[config.mk]
export PLATFORM = sky130hd
export DESIGN_NAME = counter_mod_prog
export DESIGN_NICKNAME = d
export VERILOG_FILES = /design/src/rtl/counter_pkg.sv /design/src/rtl/counter_prescaler.sv /design/src/rtl/counter_mod_prog.sv
export SDC_FILE = /design/constraint.sdc
export NUM_CORES = 1
export LEC_CHECK = 0
export BUFFER_PORTS_ARGS = -buffer_cell sky130_fd_sc_hd__buf_2
export CAP_MARGIN = 15
export CORE_MARGIN = 8
export CORE_UTILIZATION = 51
export CTS_CLUSTER_SIZE = 14
export DETAILED_ROUTE_END_ITERATION = 16
export GPL_ROUTABILITY_DRIVEN = 1
export PLACE_DENSITY_LB_ADDON = 0.05
export SYNTH_ARGS = -nofsm -noshare
export SYNTH_HDL_FRONTEND = slang
export SYNTH_SLANG_ARGS = --single-unit
[constraint.sdc]
create_clock -name clk -period 2.52 [get_ports clk]
set_clock_uncertainty 0.05 [all_clocks]
set_input_delay 0.504 -clock clk [delete_from_list [all_inputs] [get_ports clk]]
set_output_delay 0.504 -clock clk [all_outputs]
set_load 0.02 [all_outputs]
[src/rtl/counter_pkg.sv]
// Shared types, constants and clamp helpers for the programmable modulo counter.
// Contents:
//   state_t        one-shot FSM states (IDLE, RUN, DONE)
//   DIR_UP/DOWN    values of the dir input
//   clamp_mod      forces a modulus of zero up to one
//   clamp_load     limits a load value to the active modulus minus one
package counter_pkg;

    localparam int unsigned MAX_W = 16;

    typedef logic [MAX_W-1:0] word_t;

    typedef enum logic [1:0] {
        IDLE = 2'd0,
        RUN  = 2'd1,
        DONE = 2'd2
    } state_t;

    localparam logic DIR_UP   = 1'b1;
    localparam logic DIR_DOWN = 1'b0;

    // A modulus of zero has no meaning; treat it as a divide-by-one.
    function automatic word_t clamp_mod(input word_t v);
        return (v == '0) ? MAX_W'(1) : v;
    endfunction

    // Keep a loaded count inside the range 0..m-1 (m is never zero).
    function automatic word_t clamp_load(input word_t v, input word_t m);
        return (v >= m) ? (m - MAX_W'(1)) : v;
    endfunction

endpackage

[src/rtl/counter_prescaler.sv]
// Prescaler for the programmable modulo counter; built only with COUNTER_PRESCALE_EN.
// Ports:
//   clk, r_n  clock and synchronous active-low reset
//   clr       synchronous clear of the prescale count
//   inc       qualified count enable from the parent
//   pre       prescale terminal value (divide by pre+1)
//   hit_c     combinational: prescale count has reached pre
module counter_prescaler #(
    parameter int unsigned PW = 4
) (
    input  logic          clk,
    input  logic          r_n,
    input  logic          clr,
    input  logic          inc,
    input  logic [PW-1:0] pre,
    output logic          hit_c
);

    logic [PW-1:0] p;

    assign hit_c = (p == pre);

    // Count qualified enables; restart after each hit so the parent ticks every pre+1 enables.
    always_ff @(posedge clk) begin
        if (!r_n) begin
            p <= '0;
        end else if (clr) begin
            p <= '0;
        end else if (inc) begin
            p <= hit_c ? '0 : (p + PW'(1));
        end
    end

endmodule

[src/rtl/counter_mod_prog.sv]
// Runtime-programmable modulo counter / frequency divider with up/down count,
// parallel load, shadowed modulus and a one-shot start/done mode.
// Optional feature macro: COUNTER_PRESCALE_EN (adds the pre input and a prescaler).
// Ports:
//   clk, r_n        clock and synchronous active-low reset
//   pre             prescale value (only with COUNTER_PRESCALE_EN)
//   en, dir         count enable; 1 = up, 0 = down
//   oneshot, start  one-shot mode select and trigger
//   ld, ld_val      parallel load strobe and value
//   mod_wr, mod_in  shadow modulus write strobe and value
//   co              terminal-count tick (combinational)
//   q               current count
//   busy, done      one-shot run in progress / completion pulse
module counter_mod_prog
    import counter_pkg::*;
#(
    parameter int unsigned WIDTH       = 4,
    parameter int unsigned DEFAULT_MOD = 10,
    parameter int unsigned PW          = 4
) (
    input  logic             clk,
    input  logic             r_n,
`ifdef COUNTER_PRESCALE_EN
    input  logic [PW-1:0]    pre,
`endif
    input  logic             en,
    input  logic             dir,
    input  logic             oneshot,
    input  logic             start,
    input  logic             ld,
    input  logic [WIDTH-1:0] ld_val,
    input  logic             mod_wr,
    input  logic [WIDTH-1:0] mod_in,
    output logic             co,
    output logic [WIDTH-1:0] q,
    output logic             busy,
    output logic             done
);

    localparam logic [WIDTH-1:0] RST_MOD = WIDTH'(DEFAULT_MOD);

    // Elaboration-time guard on the parameter ranges.
    if (WIDTH < 2 || WIDTH > MAX_W || DEFAULT_MOD < 1 ||
        DEFAULT_MOD >= (32'd1 << WIDTH) || PW < 1) begin : g_param_check
        $error("counter_mod_prog: parameter out of range");
    end

    state_t           state, state_n;
    logic [WIDTH-1:0] m, m_n;
    logic [WIDTH-1:0] shadow, shadow_n;
    logic [WIDTH-1:0] q_n;
    logic [WIDTH-1:0] term;
    logic [WIDTH-1:0] wrap_val;
    logic             at_term;
    logic             start_ok;
    logic             qual;
    logic             pre_hit;
    logic             tick;

    // Start is accepted only in one-shot mode, outside RUN, and loses to a load.
    assign start_ok = oneshot && start && !ld && (state != RUN);

    // Enable qualified by reset, load priority and the mode/state combination.
    assign qual = r_n && en && !ld && (oneshot ? (state == RUN) : (state == IDLE));

`ifdef COUNTER_PRESCALE_EN
    logic p_clr;

    assign p_clr = ld || start_ok || ((state == RUN) && (state_n != RUN));

    counter_prescaler #(
        .PW (PW)
    ) u_prescaler (
        .clk   (clk),
        .r_n   (r_n),
        .clr   (p_clr),
        .inc   (qual),
        .pre   (pre),
        .hit_c (pre_hit)
    );
`else
    assign pre_hit = 1'b1;
`endif

    assign tick     = qual && pre_hit;
    assign term     = (dir == DIR_UP) ? (m - WIDTH'(1)) : '0;
    assign at_term  = (q == term);
    assign co       = tick && at_term;
    // Wrap/start target uses the shadow, since the shadow transfers on the same edge.
    assign wrap_val = (dir == DIR_DOWN) ? (shadow - WIDTH'(1)) : '0;

    // Next count, modulus, shadow and FSM state.
    always_comb begin
        state_n  = state;
        q_n      = q;
        m_n      = m;
        shadow_n = mod_wr ? WIDTH'(clamp_mod(MAX_W'(mod_in))) : shadow;

        if (ld) begin
            m_n = shadow;
            q_n = WIDTH'(clamp_load(MAX_W'(ld_val), MAX_W'(shadow)));
        end else if (start_ok) begin
            m_n = shadow;
            q_n = wrap_val;
        end else if (tick) begin
            if (at_term) begin
                m_n = shadow;
                q_n = wrap_val;
            end else if (dir == DIR_UP) begin
                q_n = q + WIDTH'(1);
            end else begin
                q_n = q - WIDTH'(1);
            end
        end

        if (!oneshot) begin
            state_n = IDLE;
        end else begin
            case (state)
                IDLE:    if (start_ok) state_n = RUN;
                RUN:     if (tick && at_term) state_n = DONE;
                DONE:    state_n = start_ok ? RUN : IDLE;
                default: state_n = IDLE;
            endcase
        end
    end

    // State register; busy/done are registered decodes of the next state.
    always_ff @(posedge clk) begin
        if (!r_n) begin
            state  <= IDLE;
            q      <= '0;
            m      <= RST_MOD;
            shadow <= RST_MOD;
            busy   <= 1'b0;
            done   <= 1'b0;
        end else begin
            state  <= state_n;
            q      <= q_n;
            m      <= m_n;
            shadow <= shadow_n;
            busy   <= (state_n == RUN);
            done   <= (state_n == DONE);
        end
    end

endmodule
## Word level (Yosys, flattened, before mapping)

Cells that the tools add are included.

| operators by class | value |
|---|---|
| order comparisons | 1 |
| multiplexer cells | 19 |
| reduce and logical (&&, ||, !) cells | 13 |
| add/sub/neg operators | 5 |
| equal/unequal tests | 6 |

Operator list:

| operator | number |
|---|---|
| $mux W4 | 13 |
| $sub A4 B1 Y4 const B | 4 |
| $logic_and A1 B1 Y1 | 7 |
| $mux W2 | 3 |
| $pmux W2 S3 | 1 |
| $reduce_bool A3 Y1 | 2 |
| $add A4 B1 Y4 const B | 1 |
| $eq A2 B1 Y1 const B | 2 |
| $eq A2 B2 Y1 const B | 2 |
| $eq A4 B4 Y1 | 1 |
| $ge A4 B4 Y1 | 1 |
| $logic_not A4 Y1 | 1 |
| $logic_not A2 Y1 | 1 |
| $mux W1 | 2 |
| $ne A2 B1 Y1 const B | 1 |
| $reduce_and A2 Y1 | 1 |
| $logic_not A1 Y1 | 1 |

| storage, ports and cells | value |
|---|---|
| flip-flop bits (word level) | 16 |
| word-level logic and storage cells | 50 |
| input bits | 16 |
| output and inout bits | 7 |

## Logic depth before layout (Yosys ltp)

| depth | value |
|---|---|
| depth after elaboration | 8 |
| mapped depth | 8 |

## Worst setup path before layout

No wires, ideal clock.

| timing path | value |
|---|---|
| path type | reg-to-output |
| from | reg m[0] |
| to | out co |
| data arrival time | 1.874 ns |
| path buffers | 0 |
| stages on the path, launching flop included | 7 |
| path slack | 0.092 ns |
| cells stage by stage | dfxtp_1 inv_1 ha_1 xor2_1 a211oi_1 o22ai_1 nor4b_2 |

| between the ends | value |
|---|---|
| cells in the longest elaborated chain, start to end | 4 |

Ends and longest elaborated chain:

| item | line | RTL |
|---|---|---|
| start: declaration | counter_mod_prog.sv:49 | `logic [WIDTH-1:0] m, m_n;` |
| start signal: assignment | counter_mod_prog.sv:140 | `m <= m_n;` |
| $sub A4 B1 Y4 | counter_mod_prog.sv:86 | `assign term = (dir == DIR_UP) ? (m - WIDTH'(1)) : '0;` |
| $mux W4 | counter_mod_prog.sv:86 |  |
| $eq A4 B4 Y1 | counter_mod_prog.sv:87 | `assign at_term = (q == term);` |
| $logic_and A1 B1 Y1 | counter_mod_prog.sv:88 | `assign co = tick && at_term;` |
| end: declaration | counter_mod_prog.sv:34 | `output logic co,` |

No other way between the ends.

## Final worst setup path

| timing path | value |
|---|---|
| from | reg m[1] |
| to | out co |

The elaborated chain is that of the path after synthesis.

==> results.yml <==
min_path:
  hold_start: "mod_in[1]"
  holdPathEnd: "shadow[1]"
  hp-class: "in -> reg"
  hold_depth: 3
synthesis:
  synth_compound_area_share_pct: 24.36
  synth_cells: 144
  synth_edf_count: 0
  synth_top_family_by_area: "simple AND/OR/NAND/NOR gates"
  yosysUniqueCellTypes: 46
  synth_top_area_cell: "dfxtp_1"
  yosysWarnings: 0
  seq_area_frac_synth_pct: 27.23
  avgSynthCellArea_um2: 8.168
  synth_simple_gate_area_share_pct: 26.17
  ys.flop_type: "dfxtp_1"
  syn_nets: 169
  synthAdderAreaFrac_pct: 10.21
  synth_top_area_share_pct: 27.23
  synth.area.mux_share_pct: 1.702
  ys_ff_latch: 16
  synth_area_leaders: "dfxtp_1 27%, ha_1 8.5%, o21ai_0 4.7%, xnor2_1 4.5%, nand2_1 4.1%"
  netlist_area_um2: 1176
  async_reset_ff_share_pct: 0
  synthXorXnorAreaFrac_pct: 5.213
route:
  ant_nets: 0
  drcViolationCount: 0
  vias_per_cell: 5.809
  wl_per_cell_um: 15.41
  wirelength_um: 3144
  firstDrtPassIters: 4
  drt_iter0_markers: 73
  vias: 1185
floorplanning:
  ios: 23
  die_width_um: 64.02
  rows: 17
  coreArea_um2: 2191
  dieHeight_um: 64.02
  start_util_pct: 53.68
  die_area_um2: 4099
worst_setup_path:
  critPathMaxFanout: 3
  cp.required_ns: 1.97
  reg2reg_slack_ns: 0.17
  crit_path_start_kind: "flip-flop"
  r2r_end: "q[2]"
  timing_worst_setup_path_type: "reg -> out"
  r2r_start: "m[1]"
  arrival_ns: 1.94
  reg2reg_depth: 9
  end_kind: "primary output"
pwr:
  leakagePower_nw: 0.6809
  peakVddDrop_mv: 0.2921
  p_per_area_nw_per_um2: 496.5
  power_mw: 0.7336
place:
  port_buffers: 22
  dp_hpwl_um: 2245
  gp_congestion: 0.9360
timing:
  relSlewSlack_pct: 72.74
  final.min_clock_period_ns: 2.492
  hold_viol: 0
  rsz0062_at_grt: "yes"
  finalCritPeriodShare_pct: 98.90
  tightest_slew_ns: 0.4047
  setup_viol: 0
  fmax_mhz: 401.3
  drv_slew: 0
grt:
  grt_pass1_wl_um: 5230
  antenna_found_initial: 0
  first_global_vias: 1122
  track_usage_pct: 15.37
  grt-ovfl-total: 0
  grt_max_degree: 18
layout:
  fillCellCount: 176
  area_delta_synth_final_pct: 25.64
  fin_util_pct: 67.45
  antennaDiodeCount: 0
  drive_gt1_share_pct: 32.95
  fin_nets: 202
clocking:
  clock-sinks: 16
  ctsRootBufferMaster: "clkbuf_4"
  htreeDepth: 1
  clkLatencyLatePin_ns: 0.29
  cts-buffers-inserted: 3
  cts_tree: "yes"
  path_clk_slew_ns: 0.10
  clk_path_buf_depth: 2
status:
  status: "completed"
job:
  cap_violations: 0
[power breakdown]
part           switching, mW  internal, mW
registers             0.0256         0.270
clock network         0.0885        0.0880
logic                  0.140         0.121
total                  0.254         0.479
[final cells by class]
cell class	instances	area [µm²]	area share [%]
Inverter	10	37.54	2.540
Clock buffer	4	36.28	2.456
Multi-Input combinational cell	112	840.8	56.90
Tap cell	28	35.03	2.371
Timing Repair Buffer	34	202.7	13.72
Sequential cell	16	325.3	22.02
[cell usage after synthesis, types with 2 or more instances]
master / instances
o211a_1: 3
xnor2_1: 6
nor2b_1: 6
o21ai_0: 11
nand3_1: 5
a211oi_1: 2
dfxtp_1: 16
o21a_1: 2
nor2_1: 9
nor3_1: 3
and4b_1: 2
a21oi_1: 4
nand4_1: 2
o22ai_1: 2
nand2_1: 13
inv_1: 10
o31ai_1: 2
clkbuf_1: 6
ha_1: 8
nand2b_1: 2
a221oi_1: 2
mux2i_1: 2
o211ai_1: 3
[layout by cell type (no fill, tap or decap), types with 2 or more instances in the layout]
cell type	n
a21oi_1	4
nor3_1	3
o211ai_1	3
xnor2_1	6
ha_1	7
o22ai_2	2
nand2_1	12
a221oi_1	2
nand3_1	5
nand4_1	2
nor2b_1	6
nor2_1	9
inv_1	9
buf_2	21
o21a_1	2
nand2b_1	2
dfxtp_1	14
a211oi_2	2
o211a_1	3
mux2i_1	2
clkbuf_4	3
o21ai_0	11
o31ai_1	2
and4b_1	2
buf_4	13
[kinds of logic (layout without fill, tap and decap cells)]
group / after synthesis / after routing
compound gates: 39 / 39
xor+xnor: 7 / 7
fa+ha+maj: 9 / 9
buf+inv: 16 / 48
flops: 16 / 16
mux: 2 / 2
simple gates: 55 / 55
[worst max path at each step]
stage	from	to	slack, ns	depth (start not counted)
global placement	m[0]	co	0.20	7
detailed placement	m[0]	co	0.14	7
floorplan	m[0]	co	0.09	6
global route	m[1]	co	-0.06	7
finish	m[1]	co	0.03	7
CTS	m[1]	co	0.06	7
[stage by stage]
stage / hold slack, ns / cells / TNS, ns / instance area (µm²) / setup WS (ns)
2_1_floorplan: 0.3950 / 144 / 0 / 1176 / 0.09209
3_3_place_gp: 0.4029 / 194 / 0 / 1344 / 0.2050
3_5_place_dp: 0.4299 / 194 / 0 / 1344 / 0.1404
4_1_cts: 0.3881 / 201 / 0 / 1431 / 0.05669
5_1_grt: 0.3915 / 204 / -0.05689 / 1478 / -0.05689
6_report: 0.3949 / 204 / 0 / 1478 / 0.02784
[registers in the layout, indices dropped and copies added (netlist names)]
name,cells
m,4
q,4
done,1
state,2
busy,1
shadow,4
[what timing repair did]
action | in CTS | in global routing
gates resized for setup | 6 | 6
pin swaps | 2 | 7
hold buffers | 0 | 0
setup endpoints to repair | 1 | 1
gates cloned | 0 | 0
setup buffers | 3 | 3
[metal layers]
metal	global-route usage (%)	vias up	wire (µm)
met1	20.20	540	1400
met5	0	-	0
met3	4.530	6	211
met4	5.850	0	38
li1	-	591	-
met2	22.96	48	1494
[critical path, stage by stage (launching register included)]
cell,delay (ns)
dfxtp_2,0.35
inv_1,0.08
ha_4,0.29
nand2_2,0.05
a211oi_2,0.24
o22ai_2,0.12
nor4b_2,0.32
buf_4,0.20
No activity file was read; power rests on OpenSTA's default activity.
